[src/rtl/sha_msg_padder_if.sv]
// Bundles the word-stream input and the sha_core block handshake of the SHA-256 padder.
// Input side: a word transfers on a rising edge where in_valid & in_ready; the source holds
// in_valid/in_data/in_last/in_bytes stable until then. Core side: start pulses once per block,
// message/first_blk/last_blk hold until core_valid reports the digest done.
interface sha_msg_padder_if;
  logic         in_valid;
  logic         in_ready;
  logic [31:0]  in_data;
  logic         in_last;
  logic [2:0]   in_bytes;
  logic         start;
  logic [511:0] message;
  logic         first_blk;
  logic         last_blk;
  logic         core_valid;

  modport slave (
    input  in_valid, in_data, in_last, in_bytes, core_valid,
    output in_ready, start, message, first_blk, last_blk
  );

  modport master (
    output in_valid, in_data, in_last, in_bytes, core_valid,
    input  in_ready, start, message, first_blk, last_blk
  );
endinterface

[src/rtl/sha_msg_padder.sv]
// SHA-256 message padder: collects big-endian words into 512-bit blocks, appends the 0x80
// marker, zero fill and 64-bit bit length, and issues blocks to sha_core one at a time.
module sha_msg_padder (
  input  logic                   clk,
  input  logic                   clr,
  sha_msg_padder_if.slave        bus,
  output logic                   busy,
  output logic [2:0]             state_dbg
);
  typedef enum logic [2:0] {ST_FILL, ST_PAD, ST_ISSUE, ST_WAIT, ST_EXTRA} state_t;

  state_t       state_q, state_d;
  logic [31:0]  buf_q [16];
  logic [31:0]  msg_q [16];
  logic [31:0]  pad_w [16];
  logic [511:0] msg_flat;
  logic [3:0]   wcnt_q, last_slot_q;
  logic [2:0]   last_bytes_q, bytes_c;
  logic [63:0]  bitlen_q;
  logic [4:0]   m_pos;
  logic [31:0]  keep_mask, marker_word;
  logic         first_pend_q, first_blk_q, last_blk_q, extra_q, marker_q;
  logic         wait_first_q, busy_q, accept, core_done;

  assign accept    = (state_q == ST_FILL) && clr && bus.in_valid;
  assign bytes_c   = (bus.in_bytes > 3'd4) ? 3'd4 : bus.in_bytes;
  assign core_done = !wait_first_q && bus.core_valid;
  // Marker lands in the last word unless it was full, then in the following word.
  assign m_pos     = {1'b0, last_slot_q} + {4'd0, (last_bytes_q == 3'd4)};

  assign bus.in_ready  = (state_q == ST_FILL) && clr;
  assign bus.start     = (state_q == ST_ISSUE);
  assign bus.first_blk = first_blk_q;
  assign bus.last_blk  = last_blk_q;
  assign bus.message   = msg_flat;
  assign busy          = busy_q;
  assign state_dbg     = state_q;

  always_comb begin
    msg_flat = '0;
    for (int k = 0; k < 16; k++) msg_flat[511-32*k -: 32] = msg_q[k];
  end

  always_comb begin
    keep_mask   = 32'hFFFF_FFFF;
    marker_word = '0;
    case (last_bytes_q)
      3'd0: begin keep_mask = 32'h0000_0000; marker_word = 32'h8000_0000; end
      3'd1: begin keep_mask = 32'hFF00_0000; marker_word = 32'h0080_0000; end
      3'd2: begin keep_mask = 32'hFFFF_0000; marker_word = 32'h0000_8000; end
      3'd3: begin keep_mask = 32'hFFFF_FF00; marker_word = 32'h0000_0080; end
      default: ;
    endcase
    for (int k = 0; k < 16; k++) begin
      pad_w[k] = '0;
      if (k < int'(last_slot_q))       pad_w[k] = buf_q[k];
      else if (k == int'(last_slot_q)) pad_w[k] = (buf_q[k] & keep_mask) | marker_word;
      else if (k == int'(m_pos))       pad_w[k] = 32'h8000_0000;
    end
    if (m_pos <= 5'd13) begin
      pad_w[14] = bitlen_q[63:32];
      pad_w[15] = bitlen_q[31:0];
    end
  end

  always_ff @(posedge clk or negedge clr) begin
    if (!clr) state_q <= ST_FILL;
    else      state_q <= state_d;
  end

  always_comb begin
    state_d = state_q;
    case (state_q)
      ST_FILL: begin
        if (accept) begin
          if (bus.in_last)             state_d = ST_PAD;
          else if (wcnt_q == 4'd15)    state_d = ST_ISSUE;
        end
      end
      ST_PAD:   state_d = ST_ISSUE;
      ST_ISSUE: state_d = ST_WAIT;
      ST_WAIT:  if (core_done) state_d = extra_q ? ST_EXTRA : ST_FILL;
      ST_EXTRA: state_d = ST_ISSUE;
      default:  state_d = ST_FILL;
    endcase
  end

  always_ff @(posedge clk or negedge clr) begin
    if (!clr) begin
      for (int k = 0; k < 16; k++) begin
        buf_q[k] <= '0;
        msg_q[k] <= '0;
      end
      wcnt_q       <= '0;
      last_slot_q  <= '0;
      last_bytes_q <= '0;
      bitlen_q     <= '0;
      first_pend_q <= 1'b1;
      first_blk_q  <= 1'b0;
      last_blk_q   <= 1'b0;
      extra_q      <= 1'b0;
      marker_q     <= 1'b0;
      wait_first_q <= 1'b0;
      busy_q       <= 1'b0;
    end else begin
      case (state_q)
        ST_FILL: begin
          if (accept) begin
            buf_q[wcnt_q] <= bus.in_data;
            busy_q        <= 1'b1;
            if (bus.in_last) begin
              bitlen_q     <= bitlen_q + {58'd0, bytes_c, 3'b000};
              last_slot_q  <= wcnt_q;
              last_bytes_q <= bytes_c;
            end else begin
              bitlen_q <= bitlen_q + 64'd32;
              wcnt_q   <= wcnt_q + 4'd1;
              if (wcnt_q == 4'd15) begin
                for (int k = 0; k < 15; k++) msg_q[k] <= buf_q[k];
                msg_q[15]    <= bus.in_data;
                first_blk_q  <= first_pend_q;
                first_pend_q <= 1'b0;
                last_blk_q   <= 1'b0;
                extra_q      <= 1'b0;
                marker_q     <= 1'b0;
              end
            end
          end
        end
        ST_PAD: begin
          for (int k = 0; k < 16; k++) msg_q[k] <= pad_w[k];
          first_blk_q  <= first_pend_q;
          first_pend_q <= 1'b0;
          last_blk_q   <= (m_pos <= 5'd13);
          extra_q      <= (m_pos >= 5'd14);
          marker_q     <= (m_pos == 5'd16);
        end
        ST_ISSUE: wait_first_q <= 1'b1;
        ST_WAIT: begin
          // The cycle right after start cannot carry a valid for this block.
          wait_first_q <= 1'b0;
          if (core_done) begin
            if (last_blk_q) begin
              bitlen_q     <= '0;
              wcnt_q       <= '0;
              busy_q       <= 1'b0;
              first_pend_q <= 1'b1;
            end else if (!extra_q) begin
              wcnt_q <= '0;
            end
          end
        end
        ST_EXTRA: begin
          for (int k = 1; k < 14; k++) msg_q[k] <= '0;
          msg_q[0]    <= marker_q ? 32'h8000_0000 : 32'h0000_0000;
          msg_q[14]   <= bitlen_q[63:32];
          msg_q[15]   <= bitlen_q[31:0];
          first_blk_q <= 1'b0;
          last_blk_q  <= 1'b1;
          extra_q     <= 1'b0;
          marker_q    <= 1'b0;
        end
        default: ;
      endcase
    end
  end
endmodule

[src/flat_wrapper.sv]
// flat-port wrapper written by rule: the top's interface ports become plain ports
module sha_msg_padder_flat 
  (clk, clr, busy, state_dbg, bus_in_valid, bus_in_data, bus_in_last, bus_in_bytes, bus_core_valid, bus_in_ready, bus_start, bus_message, bus_first_blk, bus_last_blk);
  sha_msg_padder_if bus_i ();
  input  logic clk;
  input  logic clr;
  output logic busy;
  output logic [2:0] state_dbg;
  input wire logic [$bits(bus_i.in_valid)-1:0] bus_in_valid;
  input wire logic [$bits(bus_i.in_data)-1:0] bus_in_data;
  input wire logic [$bits(bus_i.in_last)-1:0] bus_in_last;
  input wire logic [$bits(bus_i.in_bytes)-1:0] bus_in_bytes;
  input wire logic [$bits(bus_i.core_valid)-1:0] bus_core_valid;
  output wire logic [$bits(bus_i.in_ready)-1:0] bus_in_ready;
  output wire logic [$bits(bus_i.start)-1:0] bus_start;
  output wire logic [$bits(bus_i.message)-1:0] bus_message;
  output wire logic [$bits(bus_i.first_blk)-1:0] bus_first_blk;
  output wire logic [$bits(bus_i.last_blk)-1:0] bus_last_blk;
  assign bus_i.in_valid = bus_in_valid;
  assign bus_i.in_data = bus_in_data;
  assign bus_i.in_last = bus_in_last;
  assign bus_i.in_bytes = bus_in_bytes;
  assign bus_i.core_valid = bus_core_valid;
  assign bus_in_ready = bus_i.in_ready;
  assign bus_start = bus_i.start;
  assign bus_message = bus_i.message;
  assign bus_first_blk = bus_i.first_blk;
  assign bus_last_blk = bus_i.last_blk;
  sha_msg_padder u_core (.clk(clk), .clr(clr), .bus(bus_i), .busy(busy), .state_dbg(state_dbg));
endmodule
[config.mk]
export PLATFORM = sky130hd
export DESIGN_NAME = sha_msg_padder_flat
export DESIGN_NICKNAME = d
export VERILOG_FILES = /design/src/rtl/sha_msg_padder_if.sv /design/src/rtl/sha_msg_padder.sv /design/src/flat_wrapper.sv
export SDC_FILE = /design/constraint.sdc
export NUM_CORES = 2
export LEC_CHECK = 0
export ABC_AREA = 1
export BUFFER_PORTS_ARGS = -buffer_cell sky130_fd_sc_hd__buf_2
export CORE_MARGIN = 3
export CORE_UTILIZATION = 55
export DETAILED_ROUTE_END_ITERATION = 6
export PLACE_DENSITY_LB_ADDON = 0.25
export SLEW_MARGIN = 20
export SYNTH_ARGS = -nofsm -noshare
export SYNTH_HDL_FRONTEND = slang
export SYNTH_SLANG_ARGS = --single-unit
[constraint.sdc]
create_clock -name clk -period 5.9 [get_ports clk]
set_input_delay 0 -clock clk [delete_from_list [all_inputs] [get_ports clk]]
set_output_delay 0 -clock clk [all_outputs]
set_load 0.005 [all_outputs]
Word level (Yosys, flattened, before mapping)
Cells that the tools add are included.
W data, S select, Z words.
{"block": "classes", "n_reduce_logical": 21, "n_bitwise": 33, "add_sub_neg": 4, "n_lt_le_gt_ge": 20, "muxes": 94, "eq_ne": 47}
{"op": "$mux W32", "count": 49}
{"op": "$mux W512", "count": 3}
{"op": "$pmux W512 S3", "count": 1}
{"op": "$and A32 B32 Y32", "count": 16}
{"op": "$bwmux W512", "count": 1}
{"op": "$or A32 B32 Y32", "count": 16}
{"op": "$mux W64", "count": 5}
{"op": "$pmux W32 S4", "count": 2}
{"op": "$demux W32 S4", "count": 1}
{"op": "$pmux W64 S2", "count": 1}
{"op": "$add A64 B6 Y64", "count": 1}
{"op": "$add A64 B6 Y64 const B", "count": 1}
{"op": "$eq A5 B5 Y1 const A", "count": 8}
{"op": "$eq A4 B4 Y1 const A", "count": 8}
{"op": "$lt A4 B4 Y1 const A", "count": 7}
{"op": "$eq A4 B5 Y1 const A", "count": 4}
{"op": "$mux W4", "count": 5}
{"op": "$mux W3", "count": 6}
{"op": "$eq A3 B4 Y1 const A", "count": 4}
{"op": "$lt A3 B4 Y1 const A", "count": 4}
{"op": "$pmux W1 S3", "count": 5}
{"op": "$eq A3 B2 Y1 const B", "count": 4}
{"op": "$pmux W3 S4", "count": 1}
{"op": "$mux W1", "count": 11}
{"op": "other kinds (37)", "count": 55}
{"block": "totals", "reg_bits": 1109, "inputBits": 40, "out_inout_bits": 520, "wordCells": 263}

Longest topological paths before layout
{"block": "logic_depth", "depth_word": 8, "mapped_depth": 16, "mapped_depth_nobuf": 14}

Least setup slack after synthesis
Ideal clock, no wire load.
{"block": "synth_path", "path_kind": "register to register", "startpoint": "register u_core.last_bytes_q[2]", "endpoint": "register u_core.msg_q (netlist bit u_core.bus.message[7])", "path_stages_with_launch": 16, "setup_ns": 0.119, "arrival_ns": 2.542, "required_time_ns": 5.781, "path_slack_ns": 3.240, "cell_sequence": "dfrtp_1 > clkbuf_2 > inv_1 > buf_2 > clkbuf_1 > nor2_1 > ha_1 > xnor2_1 > inv_1 > nand3_1 > nand2_1 > nand2_1 > buf_4 > buf_2 > nor2_1 > o21a_1"}
{"block": "synth_between", "elab_chain_cells": 7, "elab_cells_between_ends": 14, "classes_between": "1 x add/sub; 1 x order compare; 4 x eq/ne; 5 x mux; 2 x bitwise; 1 x reduce/logical"}
{"item": "from (decl)", "line_no": "sha_msg_padder.sv:18", "rtl": "logic [2:0] last_bytes_q, bytes_c;"}
{"item": "from (signal assigned)", "line_no": "sha_msg_padder.sv:114", "rtl": "last_bytes_q <= bytes_c;"}
{"item": "parallel branches: the longest is 5 deep, another holds $add A4 B1 Y5"}
{"item": "$mux W64 (*)", "line_no": "sha_msg_padder.sv:60", "rtl": "if (m_pos <= 5'd13) begin"}
{"item": "$pmux W512 S3 (*)", "line_no": "sha_msg_padder.sv:106", "rtl": "case (state_q)"}
{"item": "to (decl)", "line_no": "sha_msg_padder.sv:14", "rtl": "logic [31:0] msg_q [16];"}
Every way passes the cells marked *.
A chain may end at the register's enable or synchronous reset.

Worst setup path in the final report
{"block": "layout_path", "startpoint": "register u_core.state_q[0], in the netlist u_core.state_dbg[0]", "endpoint": "register u_core.msg_q (netlist bit u_core.bus.message[328])"}
{"block": "layout_between", "elab_chain_cells": 5, "elab_cells_between_ends": 11, "classes_between": "5 x eq/ne; 1 x mux; 5 x reduce/logical"}
{"item": "from (decl)", "line_no": "sha_msg_padder.sv:12", "rtl": "state_t state_q, state_d;"}
{"item": "from (signal assigned)", "line_no": "sha_msg_padder.sv:68", "rtl": "else state_q <= state_d;"}
{"item": "$logic_not A3 Y1", "line_no": "sha_msg_padder.sv:25, sha_msg_padder.sv:106"}
{"item": "$logic_and A1 B1 Y1 (2 in a row)", "line_no": "sha_msg_padder.sv:25", "rtl": "assign accept = (state_q == ST_FILL) && clr && bus.in_valid;"}
{"item": "$ne A2 B1 Y1 (no line)"}
{"item": "$reduce_and A4 Y1 (no line)"}
Parallel ways exist; a longest one is shown, timed or not.

==> out/results.ini <==
[pwr]
vdd_drop_max_mv = 0.287
p_per_area_nw_per_um2 = 513
p_leak_uw = 0.0275

[logic_synthesis]
synthArstFlopShare_pct = 100
synth.area.top_cells = dfrtp_1 (58%), nand2_1 (15%), o21ai_0 (8.2%), nand3_1 (2.8%), nor2_1 (2.6%)
syn_area_um2 = 47500
ys_warn_count = 0
syn-mean-instance-area_um2 = 8.59
synth-seq-cells = 1106
synth_fp_nets = 5578
synth-seq-area-share_pct = 58.3
synth_edf_count = 0
synth_top_cell_area_share_pct = 58.2
synth.distinct_cells = 50
synth_top_area_cell = dfrtp_1
synth_ff_type = dfrtp_1
netlist_instances = 5527

[sta]
tns_ns = 0
worst_clock_skew_ns = 0.0249
setup_slack_ns = 1.59
slew_headroom_pct = 20.4
finalCritPeriodShare_pct = 73.1
maxClockFrequency_mhz = 232
finalHoldViolCount = 0
rsz0062_at_grt = no
slew_violations = 0
worstMarginPinSlew_ns = 1.19
period_needed_ns = 4.31
setup_viol = 0
hold_ws_ns = 0.0989

[cells_and_area]
fin_util_pct = 64.8
drive_above_1_share_pct = 14.8
fillers = 7332
synthToLayoutAreaGrowth_pct = 16.6
design_area_um2 = 55400
final_net_count = 6048

[placed_design]
hpwl_mm = 107
placed_cell_area_um2 = 51000
portBuffers = 559
place_ws_ns = 1.60
gp_congestion = 1.03

[grt]
grt_usage_pct = 37.0
antenna_found_initial = 13
overflow = 0
grt_pass1_wl_mm = 251
grt_max_degree = 234
grt_pass1_vias = 39400

[critical_path]
worstPathRequired_ns = 6.51
cp-end-kind = flop
r2r_cells = 11
arrival_ns = 4.93
r2r_slack_ns = 1.59
path_class = reg2reg
worstSetupStartpointType = flop
cp_max_fo = 131

[cts]
tritoncts = yes
cts.sinks = 1106
post_cts_buffers = 0
clock_latency_ns = 0.69
htreeDepth = 3
cts_buffers = 111
clk_pin_slew_ns = 0.06
root_buffer = clkbuf_16
clk_path_buf_depth = 3

[drt]
via_per_inst = 5.81
drt_iter0_drc = 5469
avgRoutedWirePerCell_um = 23.2
routed_wl_mm = 168
drc = 0
dr.pass1.iters = 7
vias = 42100
drtAntennaViolNets = 0

[worst_hold_path]
holdPathStages = 3
hold_path.class = in2reg

[die]
ioPinCount = 560
die_h_um = 300
dieArea_um2 = 89900
floorplan.core_area_um2 = 85400
core.rowCount = 107
die_x_um = 300
initial_core_util_pct = 55.6

[run_status]
outcome = finished, final reports clean

[flow_run]
drv_cap = 0

[per-stage QoR]
step / std cells / power [uW]
4_1_cts: 7231 / 28300
3_5_place_dp: 6985 / 20800
3_3_place_gp: 6985 / 20600
2_1_floorplan: 5527 / 16700
5_1_grt: 7233 / 30000
6_report: 7241 / 28400
[placed cells by master (no fill, tap or decap), types with 28 or more instances in the layout]
master,instances
o21a_1,60
buf_2,558
o31ai_1,39
o21ai_0,776
or2_1,32
dlygate4sd3_1,41
o22ai_1,35
inv_1,241
nand4_1,28
nand3_1,267
nand2_1,1847
nor2_1,328
clkbuf_8,35
or2_2,33
dfrtp_1,1105
a21oi_1,67
nor3_1,45
buf_4,65
clkbuf_16,112
o21ai_1,140
[logic make-up after synthesis]
family / count (synthesis) / synth area share [%]
AO/OA/AOI/OAI: 1191 / 13.7
AND/OR/NAND/NOR: 2623 / 22.4
XOR/XNOR: 16 / 0.295
adder cells (fa/ha/maj): 11 / 0.306
flip-flops: 1106 / 58.3
buffers and inverters: 580 / 5.01
[layer usage]
metal | vias to the layer above | track usage [%] | share of wire (%)
li1 | 19000 | - | -
met1 | 20400 | 52.4 | 40
met2 | 2271 | 55.3 | 44
met3 | 419 | 7.50 | 10
met4 | 2 | 17.0 | 5.2
met5 | - | 0 | 0.0077
[registers in the layout, summed over array words and instances, names as in the netlist, 3 cells and up]
name and count:
u_core.bitlen_q 61, u_core.buf_q 512, u_core.bus.message 512, u_core.last_bytes_q 3, u_core.last_slot_q 4, u_core.state_dbg 3, u_core.wcnt_q 4
[worst paths after layout]
path / startpoint / end
hold reg to reg: u_core.buf_q[170]$_DFFE_PN0P_ / u_core.bus.message[170]$_DFFE_PN0P_
setup reg to reg: u_core.state_dbg[0]$_DFFE_PN0P_ / u_core.bus.message[328]$_DFFE_PN0P_
setup / recovery: u_core.state_dbg[0]$_DFFE_PN0P_ / u_core.bus.message[328]$_DFFE_PN0P_
max in group asynchronous: clr / u_core.bitlen_q[57]$_DFFE_PN0P_
hold / removal: bus_in_data[31] / u_core.buf_q[287]$_DFFE_PN0P_
min in group asynchronous: clr / u_core.buf_q[444]$_DFFE_PN0P_
[timing repair]
| item | CTS | global route |
|---|---|---|
| setup endpoints to repair | 0 | 0 |
| hold buffers | 42 | 0 |
| hold endpoints to repair | 470 | 0 |
| resized for setup | 0 | 0 |
[cells in the mapped netlist, types with 3 or more instances]
| cell | instances |
|---|---|
| nand4_1 | 28 |
| a21boi_0 | 6 |
| a22oi_1 | 4 |
| a2bb2oi_1 | 19 |
| nand4_2 | 6 |
| ha_1 | 10 |
| or2_1 | 32 |
| o211ai_1 | 15 |
| a31oi_1 | 10 |
| nand3_2 | 9 |
| xor2_1 | 14 |
| buf_2 | 83 |
| a22o_1 | 7 |
| clkinv_1 | 4 |
| buf_1 | 9 |
| o21ai_0 | 776 |
| nor2_1 | 329 |
| clkbuf_1 | 201 |
| o22ai_1 | 35 |
| a21oi_2 | 5 |
| or2_2 | 33 |
| o21a_1 | 60 |
| buf_6 | 3 |
| nand2_2 | 3 |
| o31ai_2 | 3 |
| inv_1 | 254 |
| inv_2 | 5 |
| nand2_1 | 1850 |
| a21oi_1 | 67 |
| o31ai_1 | 39 |
| nand3b_1 | 4 |
| dfrtp_1 | 1105 |
| nand3_1 | 269 |
| nor2_2 | 8 |
| o21ai_1 | 140 |
| nor3_1 | 46 |
| buf_4 | 20 |
[where the power goes]
group          switching, uW  total, uW  internal, uW  leakage, uW
Combinational           5570       8600          3030       0.0108
Sequential              2020      12400         10400       0.0147
Clock                   3100       7390          4290      0.00190
[cell type report]
type                            count  area [um^2]  area share [%]
Inverter                          263          996            1.80
Antenna cell                        9         22.5          0.0407
Clock buffer                      164         3350            6.05
Tap cell                         1144         1430            2.59
Clock inverter                     40          512           0.925
Multi-Input combinational cell   3841        17500            31.6
Timing Repair Buffer              674         3880            7.02
Sequential cell                  1106        27700            50.0
[worst max-delay path: stages, from the launching register on]
cell and delay [ns]:
dfrtp_1 0.46, nor2_2 0.14, nand2_2 0.08, nand2_4 0.37, inv_2 0.06, o21ai_1 0.14, nand3_4 0.57, inv_8 0.55
buf_16 0.46, buf_4 0.86, nand3_1 0.19, nand2_1 0.11
(Power assumes the default switching activity.)
